$ cat src/rtl/addsub_issue.sv
// Operand issue stage for the 4-bit add/subtract unit: queues operand sets,
// drives them to the combinational adder one at a time, and holds each result for downstream.
module addsub_issue #(
    parameter int DEPTH = 4
) (
    input  logic                   clk,
    input  logic                   rst_n,
    input  logic                   in_valid,
    output logic                   in_ready,
    input  logic [3:0]             in_a,
    input  logic [3:0]             in_b,
    input  logic                   in_cin,
    input  logic                   in_mode,
    output logic [3:0]             add_a,
    output logic [3:0]             add_b,
    output logic                   add_cin,
    output logic                   add_z,
    input  logic [4:0]             add_sum,
    output logic                   out_valid,
    input  logic                   out_ready,
    output logic [4:0]             out_x,
    output logic                   out_mode,
    output logic [$clog2(DEPTH):0] fifo_level,
    output logic [7:0]             done_count
);
    localparam int AW = $clog2(DEPTH);
    localparam logic [AW:0] FULL = (AW+1)'(DEPTH);

    typedef struct packed {
        logic [3:0] a;
        logic [3:0] b;
        logic       cin;
        logic       mode;
    } op_t;

    typedef enum logic {IDLE, EVAL} state_t;

    op_t             mem [DEPTH];
    op_t             head;
    logic [AW-1:0]   wr_ptr, rd_ptr;
    state_t          state_q, state_d;
    logic            push, pop, capture, slot_free, handshake;

    assign in_ready  = (fifo_level != FULL);
    assign push      = in_valid && in_ready;
    assign slot_free = !out_valid || out_ready;
    assign handshake = out_valid && out_ready;
    assign head      = mem[rd_ptr];

    // Storage carries no reset; validity is tracked entirely by the pointers and level.
    always_ff @(posedge clk) begin
        if (push) mem[wr_ptr] <= '{a: in_a, b: in_b, cin: in_cin, mode: in_mode};
    end

    always_ff @(posedge clk or negedge rst_n) begin
        if (!rst_n) begin
            wr_ptr     <= '0;
            rd_ptr     <= '0;
            fifo_level <= '0;
        end else begin
            if (push) wr_ptr <= wr_ptr + 1'b1;
            if (pop)  rd_ptr <= rd_ptr + 1'b1;
            case ({push, pop})
                2'b10:   fifo_level <= fifo_level + 1'b1;
                2'b01:   fifo_level <= fifo_level - 1'b1;
                default: fifo_level <= fifo_level;
            endcase
        end
    end

    always_ff @(posedge clk or negedge rst_n) begin
        if (!rst_n) state_q <= IDLE;
        else        state_q <= state_d;
    end

    always_comb begin
        state_d = state_q;
        case (state_q)
            IDLE:    if (fifo_level != '0) state_d = EVAL;
            EVAL:    if (slot_free)        state_d = IDLE;
            default: state_d = IDLE;
        endcase
    end

    always_comb begin
        pop     = 1'b0;
        capture = 1'b0;
        case (state_q)
            IDLE:    pop     = (fifo_level != '0);
            EVAL:    capture = slot_free;
            default: ;
        endcase
    end

    always_ff @(posedge clk or negedge rst_n) begin
        if (!rst_n) begin
            add_a   <= '0;
            add_b   <= '0;
            add_cin <= 1'b0;
            add_z   <= 1'b0;
        end else if (pop) begin
            add_a   <= head.a;
            add_b   <= head.b;
            add_cin <= head.cin;
            add_z   <= head.mode;
        end
    end

    // A capture in the same cycle as a handshake keeps out_valid high.
    always_ff @(posedge clk or negedge rst_n) begin
        if (!rst_n) begin
            out_valid  <= 1'b0;
            out_x      <= '0;
            out_mode   <= 1'b0;
            done_count <= '0;
        end else begin
            if (capture) begin
                out_x     <= add_sum;
                out_mode  <= add_z;
                out_valid <= 1'b1;
            end else if (handshake) begin
                out_valid <= 1'b0;
            end
            if (handshake) done_count <= done_count + 8'd1;
        end
    end
endmodule

$ cat config.mk
export PLATFORM = sky130hd
export DESIGN_NAME = addsub_issue
export DESIGN_NICKNAME = d
export VERILOG_FILES = /design/src/rtl/addsub_issue.sv
export SDC_FILE = /design/constraint.sdc
export NUM_CORES = 1
export LEC_CHECK = 0
export CORE_MARGIN = 2
export CORE_UTILIZATION = 47
export CTS_CLUSTER_SIZE = 10
export DETAILED_ROUTE_END_ITERATION = 6
export GPL_TIMING_DRIVEN = 0
export PLACE_DENSITY = 0.84
export SLEW_MARGIN = 20
export SYNTH_ARGS = -nofsm -noshare
export SYNTH_HDL_FRONTEND = slang
export SYNTH_SLANG_ARGS = --single-unit
export TNS_END_PERCENT = 30
$ cat constraint.sdc
create_clock -name clk -period 2.1 [get_ports clk]
set_input_delay 0.42 -clock clk [delete_from_list [all_inputs] [get_ports clk]]
set_output_delay 0.42 -clock clk [all_outputs]
set_load 0.1 [all_outputs]
### Yosys cells after proc, flatten, opt, wreduce, memory -nomap -nowiden

Memory sizes are Yosys's and may differ from the RTL's. A register that Yosys moved wholly into a read port is not among the register bits.
Cells that the tools add are included.

* memory bits (writable): 40
* memories kept: 1
* bits in latches: 0
* bits in registers: 23
* logic and storage cells: 36
* ROM bits: 0

* $lt $le $gt $ge: 0
* $mul: 0
* divide/modulo/power cells: 0
* shift operators: 0
* mux-type cells: 10
* add/sub/neg operators: 5
* reduce and logical (&&, ||, !) cells: 8
* equal/unequal tests: 3
* bitwise gates (word level): 1

Memory list
* mem: words 4, bits a word 10, read ports 1, clocked after Yosys merged registers in 1, write ports 1, line 38 `op_t mem [DEPTH];`

Operators by type and width (count)
* $add 8x1->8 const B: 1
* $mux 1: 8
* $pmux 3 s2: 1
* $add 2x1->2 const B: 2
* $reduce_bool 2->1: 2
* $add 3x1->3 const B: 1
* $ne 3x3->1 const B: 1
* $reduce_bool 3->1: 1
* $sub 3x1->3 const B: 1
* $eq 2x1->1 const B: 1
* $eq 2x2->1 const B: 1
* $logic_and 1x1->1: 2
* $logic_not 1->1: 2
* $pmux 1 s2: 1
* $logic_or 1x1->1: 1
* $not 1->1: 1

### Longest topological paths before layout

Gate-level depths: netlist of the first run.

* word-level depth: 4
* depth in mapped cells: 9
* depth with buffers taken out: 9

### Worst setup path after synthesis of the first run

No wires, ideal clock.

* path type: reg2reg
* from: register fifo_level[2]
* to: register fifo_level[2]
* arrival: 2.759 ns
* setup time: 0.162 ns
* data required time: 1.938 ns
* path slack: -0.821 ns
* cell stages (with the launch flop): 10
* cell sequence: dfrtp_1 > or3b_4 > and2_4 > inv_1 > ha_1 > inv_1 > fa_1 > xor2_1 > nor2_1 > xor2_1

* word-level cells in the longest chain between the ends: 4
* elaborated cells on any way between the ends: 10
* those cells by class: add/sub: 2; eq/ne: 3; mux: 2; reduce/logical: 3

Ends and longest elaborated chain
* start: declaration: line 23 `output logic [$clog2(DEPTH):0] fifo_level,`
* start signal: assignment: line 64 `2'b10: fifo_level <= fifo_level + 1'b1;`
* start signal: assignment: line 65 `2'b01: fifo_level <= fifo_level - 1'b1;`
* start signal: assignment: line 66 `default: fifo_level <= fifo_level;`
* $ne 3x3->1 *: line 44 `assign in_ready = (fifo_level != FULL);`
* via in_ready: line 9 `output logic in_ready,`
* $logic_and 1x1->1 *: line 45 `assign push = in_valid && in_ready;`
* $eq 2x1->1 / $eq 2x2->1 (equally long branches): line 63 `case ({push, pop})`
* $pmux 3 s2 / $reduce_bool 2->1 (equally long branches)

Mark *: on every way through the listed nets, which the timed path passes. The rest lies on a longest branch.
A chain may end at the register's enable or synchronous reset.

### Final worst setup path of the first run

* from: register fifo_level[0]
* to: output in_ready

* word-level cells in the longest chain between the ends: 1

Ends and longest elaborated chain (line)
* $ne 3x3->1: 44
* end: declaration: 9

No other way between the ends.

==> impl_metrics.yaml, run 1 <==
synth:
  avgSynthCellArea_um2: 18.5
  yosysTopAreaCellShare_pct: 41.3
  netlist_top_cells_area: "edfxtp_1 41%, dfrtp_1 28%, mux4_2 6.2%, mux2_4 4.6%, mux2_2 3.5%"
  syn_area_mm2: 0.00291
  syn_nets: 183
  synth-seq-area-share_pct: 69.6
  synth-seq-cells: 73
  ys_warn_count: 0
  synth_enable_flop_cells: 40
  synth_top_cell_by_area: "edfxtp_1"
  ys.flop_type: "edfxtp_1"
  async_flop_share_pct: 45.2
  yosysMostFrequentCell: "edfxtp_1"
  netlist_instances: 157
  synthTopCellsByCount: "40 x edfxtp_1, 33 x dfrtp_1, 9 x mux2_2, 9 x mux2_4, 9 x xor2_1"
  yosysUniqueCellTypes: 25
worst_hold_path:
  hold_path_class: "input pin to asynchronous set/reset pin"
final_layout:
  post-route-util_pct: 62.5
  final_nets: 247
  fill_cells: 468
  layout-drive-gt1-share_pct: 28.3
  num_antenna_cells: 0
  area_growth_pct: 27.8
  final_area_mm2: 0.00372
routing:
  dr.first_iter.drc_count: 82
  drt-total-wl_mm: 5.01
  avgViaCountPerCell: 5.09
  postRouteAntennaNets: 0
  via_count: 1531
  firstDrtPassIters: 4
  drc_errors: 0
  post_drt_wl_per_cell_um: 16.7
floorplanning:
  core_area_mm2: 0.00596
  rows: 28
  start_util_pct: 48.9
  die_height_um: 82.7
  fp.dieArea_mm2: 0.00684
  io_pins: 48
  fp.dieW_um: 82.7
worst_setup_path:
  r2r_start: "fifo_level[0]$_DFFE_PN0P_"
  critical_path_class: "register to output port"
  crit_start: "fifo_level[0]$_DFFE_PN0P_"
  startpoint_type: "register"
  reg2reg_depth: 9
  end_kind: "output port"
  arrival_ns: 1.73
  cp_max_fo: 5
  worstPathRequired_ns: 1.68
timing:
  holdWs_ns: 0.456
  relSlewSlack_pct: 35.3
  period_needed_ns: 2.15
  slew_violations: 0
  setup_viol: 2
  hold_viol: 0
  rsz0062_at_grt: "yes"
  timing.final.crit_share_pct: 103
  fin_skew_ns: 0.00948
  timing.fmax_ghz: 0.464
  worstMarginPinSlew_ns: 0.974
  timing.final.ws_setup_ns: -0.0547
global_route:
  grt_usage_pct: 16.2
  grt_max_degree: 28
  grt_pass1_wl_mm: 7.72
  grt_pass1_vias: 1611
  antenna_found_initial: 0
  gr-total-overflow: 0
clock_network:
  cts_root_buf: "clkbuf_8"
  numCtsBuffers: 9
  clkTransAtPathRegs_ns: 0.08
  cts_sinks: 73
  htreeDepth: 3
  cts_tree: "yes"
  clockBufferDepth: 2
  clock_latency_ns: 0.34
status:
  status: "finished, violations left"
  violations: "negative setup slack"
placement:
  place_congestion: 0.720
  dp_hpwl_mm: 3.55
  place_area_mm2: 0.00351
  port_buffers: 47
flow_run:
  drv_cap: 0
==> timing repair <==
action / CTS / global route
hold buffers: 1 / 0
endpoints found under the setup margin: 31 / 8
buffers inserted: 0 / 4
resized for setup: 31 / 6
pin swaps: 2 / 3
endpoints found under the hold margin: 6 / 0
==> per-stage QoR <==
step	setup slack, ns	cells	TNS, ns
after floorplan	-0.363	157	-0.611
after global placement	-0.308	279	-3.89
after detailed placement	-0.227	280	-0.290
after CTS	-0.0749	297	-0.127
after global routing	-0.117	301	-0.225
final	-0.0547	301	-0.0615
==> registers in the layout, indices dropped and copies added (netlist names) <==
| name | cells |
|---|---|
| state_q | 1 |
| out_valid | 1 |
| add_a | 4 |
| fifo_level | 3 |
| wr_ptr | 2 |
| done_count | 8 |
| out_x | 5 |
| add_z | 1 |
| rd_ptr | 2 |
| add_b | 4 |
| add_cin | 1 |
| out_mode | 1 |
| mem | 40 |
==> kinds of logic after synthesis <==
kind of cell | after synthesis | synth area share (%)
and+or+nand+nor | 25 | 4.77
adders and majority gates | 7 | 3.27
buffers and inverters | 9 | 1.59
xor gates and xnor gates | 13 | 3.91
muxes | 30 | 16.8
DFF | 73 | 69.6
==> worst max-delay path, cell delays in order, from the launching register on <==
cell,delay (ns)
dfrtp_4,0.50
or3b_4,0.42
clkdlybuf4s15_2,0.48
==> cell type report <==
class | instances | area, µm² | area share (%)
Sequential cell | 73 | 2040 | 54.7
Multi-Input combinational cell | 75 | 857 | 23.0
Timing Repair Buffer | 53 | 497 | 13.4
Inverter | 6 | 25.0 | 0.673
Clock inverter | 5 | 56.3 | 1.51
Clock buffer | 11 | 131 | 3.53
Tap cell | 75 | 93.8 | 2.52
Buffer | 3 | 23.8 | 0.639
==> cell usage in the layout (no fill, tap or decap), types with 5 or more instances in the layout <==
cell type / count
mux2_4: 9
dfrtp_1: 30
clkbuf_8: 9
ha_1: 5
dlygate4sd2_1: 24
mux2_2: 9
mux4_2: 8
edfxtp_1: 40
buf_4: 5
clkdlybuf4s50_1: 17
nand2_1: 6
xor2_1: 9
==> metal layers <==
layer	track usage [%]	routed length (µm)
met5	0	0
met4	8.52	80
met3	5.00	249
met2	26.3	2630
met1	19.5	2060
==> path summary, 6_finish.rpt <==
path	end	slack, ns
max in group asynchronous	fifo_level[0]$_DFFE_PN0P_	1.21
hold / removal	add_a[0]$_DFFE_PN0P_	0.46
min in group clk	done_count[7]$_DFFE_PN0P_	0.46
setup / recovery	in_ready	-0.05
hold reg to reg	done_count[7]$_DFFE_PN0P_	0.46
setup reg to reg	fifo_level[2]$_DFFE_PN0P_	-0.01
Power of run 1 is not shown: default switching activity piles up to over one toggle a cycle in this logic, so the estimate is an artifact.
==> run 2, diff against run 1 <==
--- a/config.mk
+++ b/config.mk
@@ -5,6 +5,7 @@
 export SDC_FILE = /design/constraint.sdc
 export NUM_CORES = 1
 export LEC_CHECK = 0
+export CAP_MARGIN = 20
 export CORE_MARGIN = 2
 export CORE_UTILIZATION = 47
 export CTS_CLUSTER_SIZE = 10
==> results of run 2 <==
No change in the layout: final DEF, timing and power equal those of run 1.
Power of run 2 is left out for the same reason.
==> run 3, diff against run 2 <==
--- a/config.mk
+++ b/config.mk
@@ -16,4 +16,3 @@
 export SYNTH_ARGS = -nofsm -noshare
 export SYNTH_HDL_FRONTEND = slang
 export SYNTH_SLANG_ARGS = --single-unit
-export TNS_END_PERCENT = 30
==> impl_metrics.yaml, run 3 (synthesis gave the netlist of run 1 again) <==
status:
  status: "finished, final reports clean"
timing:
  timing.final.ws_setup_ns: 0.0206
  timing.fmax_ghz: 0.481
  hold_viol: 0
  period_needed_ns: 2.08
  relSlewSlack_pct: 35.3
  slew_violations: 0
  worstMarginPinSlew_ns: 0.975
  rsz0062_at_grt: "yes"
  timing.final.crit_share_pct: 99.0
  fin_skew_ns: 0.00967
  timing.setup.tns_ns: 0
  setup_viol: 0
worst_setup_path:
  arrival_ns: 2.34
  critical_path_class: "register to register"
  worst-r2r-setup-slack_ns: 0.02
  r2r-end: "fifo_level[2]$_DFFE_PN0P_"
  r2r_start: "fifo_level[0]$_DFFE_PN0P_"
  cp_max_fo: 3
  end_kind: "register"
  worstPathRequired_ns: 2.36
  startpoint_type: "register"
  reg2reg_depth: 9
floorplanning:
  core_area_mm2: 0.00596
  die_height_um: 82.7
  rows: 28
  start_util_pct: 48.9
  io_pins: 48
  fp.dieArea_mm2: 0.00684
  fp.dieW_um: 82.7
placement:
  dp_hpwl_mm: 3.55
  port_buffers: 47
  pre_cts_ws_ns: -0.227
  place_area_mm2: 0.00351
  place_congestion: 0.720
final_layout:
  most-common-layout-cells: "40 x edfxtp_1, 30 x dfrtp_1, 24 x dlygate4sd2_1"
  largest_reg_flops: 40
  final_common_cell: "edfxtp_1"
  fill_cells: 469
  area_growth_pct: 28.3
  top_register: "mem"
  final_area_mm2: 0.00373
  layout-drive-gt1-share_pct: 29.4
  reg.largest.list: "mem: 40 flops, done_count: 8 flops, out_x: 5 flops"
  num_antenna_cells: 0
  post-route-util_pct: 62.7
  final_nets: 249
worst_hold_path:
  hold_path_class: "input pin to asynchronous set/reset pin"
flow_run:
  drv_cap: 0
clock_network:
  numCtsBuffers: 9
  clkTransAtPathRegs_ns: 0.08
  clockBufferDepth: 2
  cts_root_buf: "clkbuf_8"
  clock_latency_ns: 0.34
  cts_sinks: 73
  cts_tree: "yes"
  htreeDepth: 3
global_route:
  grt_pass1_vias: 1624
  grt_usage_pct: 16.4
  grt_pass1_wl_mm: 7.82
  antenna_found_initial: 0
  grt_max_degree: 28
  gr-total-overflow: 0
routing:
  dr.first_iter.drc_count: 81
  firstDrtPassIters: 4
  avgViaCountPerCell: 5.13
  post_drt_wl_per_cell_um: 16.7
  drt-total-wl_mm: 5.06
  drc_errors: 0
  postRouteAntennaNets: 0
  via_count: 1553
[run 3: what timing repair did]
item,CTS,global route
buffers inserted,3,3
endpoints found under the setup margin,31,6
resized for setup,33,8
hold endpoints to repair,6,0
pin swaps,2,3
hold buffers,1,0
[run 3: area by class of cell]
cell class / instances / area [µm²] / area share, %
Clock buffer: 11 / 131 / 3.52
Inverter: 6 / 25.0 / 0.670
Multi-Input combinational cell: 75 / 860 / 23.0
Timing Repair Buffer: 55 / 505 / 13.5
Tap cell: 75 / 93.8 / 2.51
Clock inverter: 5 / 56.3 / 1.51
Buffer: 3 / 27.5 / 0.737
Sequential cell: 73 / 2040 / 54.5
[run 3: how the worst max path moves through the flow]
stage,end,depth (start not counted),slack (ns),from
floorplan,fifo_level[2]$_DFFE_PN0P_,9,-0.36,fifo_level[0]$_DFFE_PN0P_
global placement,fifo_level[0]$_DFFE_PN0P_,1,-0.31,rst_n
detailed placement,in_ready,2,-0.23,fifo_level[0]$_DFFE_PN0P_
CTS,in_ready,2,-0.05,fifo_level[0]$_DFFE_PN0P_
global route,fifo_level[2]$_DFFE_PN0P_,9,-0.09,fifo_level[0]$_DFFE_PN0P_
finish,fifo_level[2]$_DFFE_PN0P_,9,0.02,fifo_level[0]$_DFFE_PN0P_
[run 3: worst max-delay path, stage by stage (launching register included)]
cell and delay, ns:
dfrtp_4 0.49, or3b_4 0.41, and2_4 0.16, inv_4 0.05
ha_4 0.13, inv_2 0.03, fa_2 0.33, xor2_1 0.14
nor2_1 0.12, xor2_1 0.14
[run 3: per-stage QoR]
step | cells | hold WS, ns
2_1_floorplan | 157 | 0.124
3_3_place_gp | 279 | 0.457
3_5_place_dp | 280 | 0.283
4_1_cts | 300 | 0.455
5_1_grt | 303 | 0.460
6_report | 303 | 0.457
[run 3: layer usage]
metal	GRT usage (%)	vias to the layer above	part of all wire (%)
met5	0	-	0
met4	8.36	0	1.2
met3	4.67	4	4.5
met2	26.8	43	53
met1	19.9	795	42
li1	-	711	-
Power of run 3 is left out for the same reason.
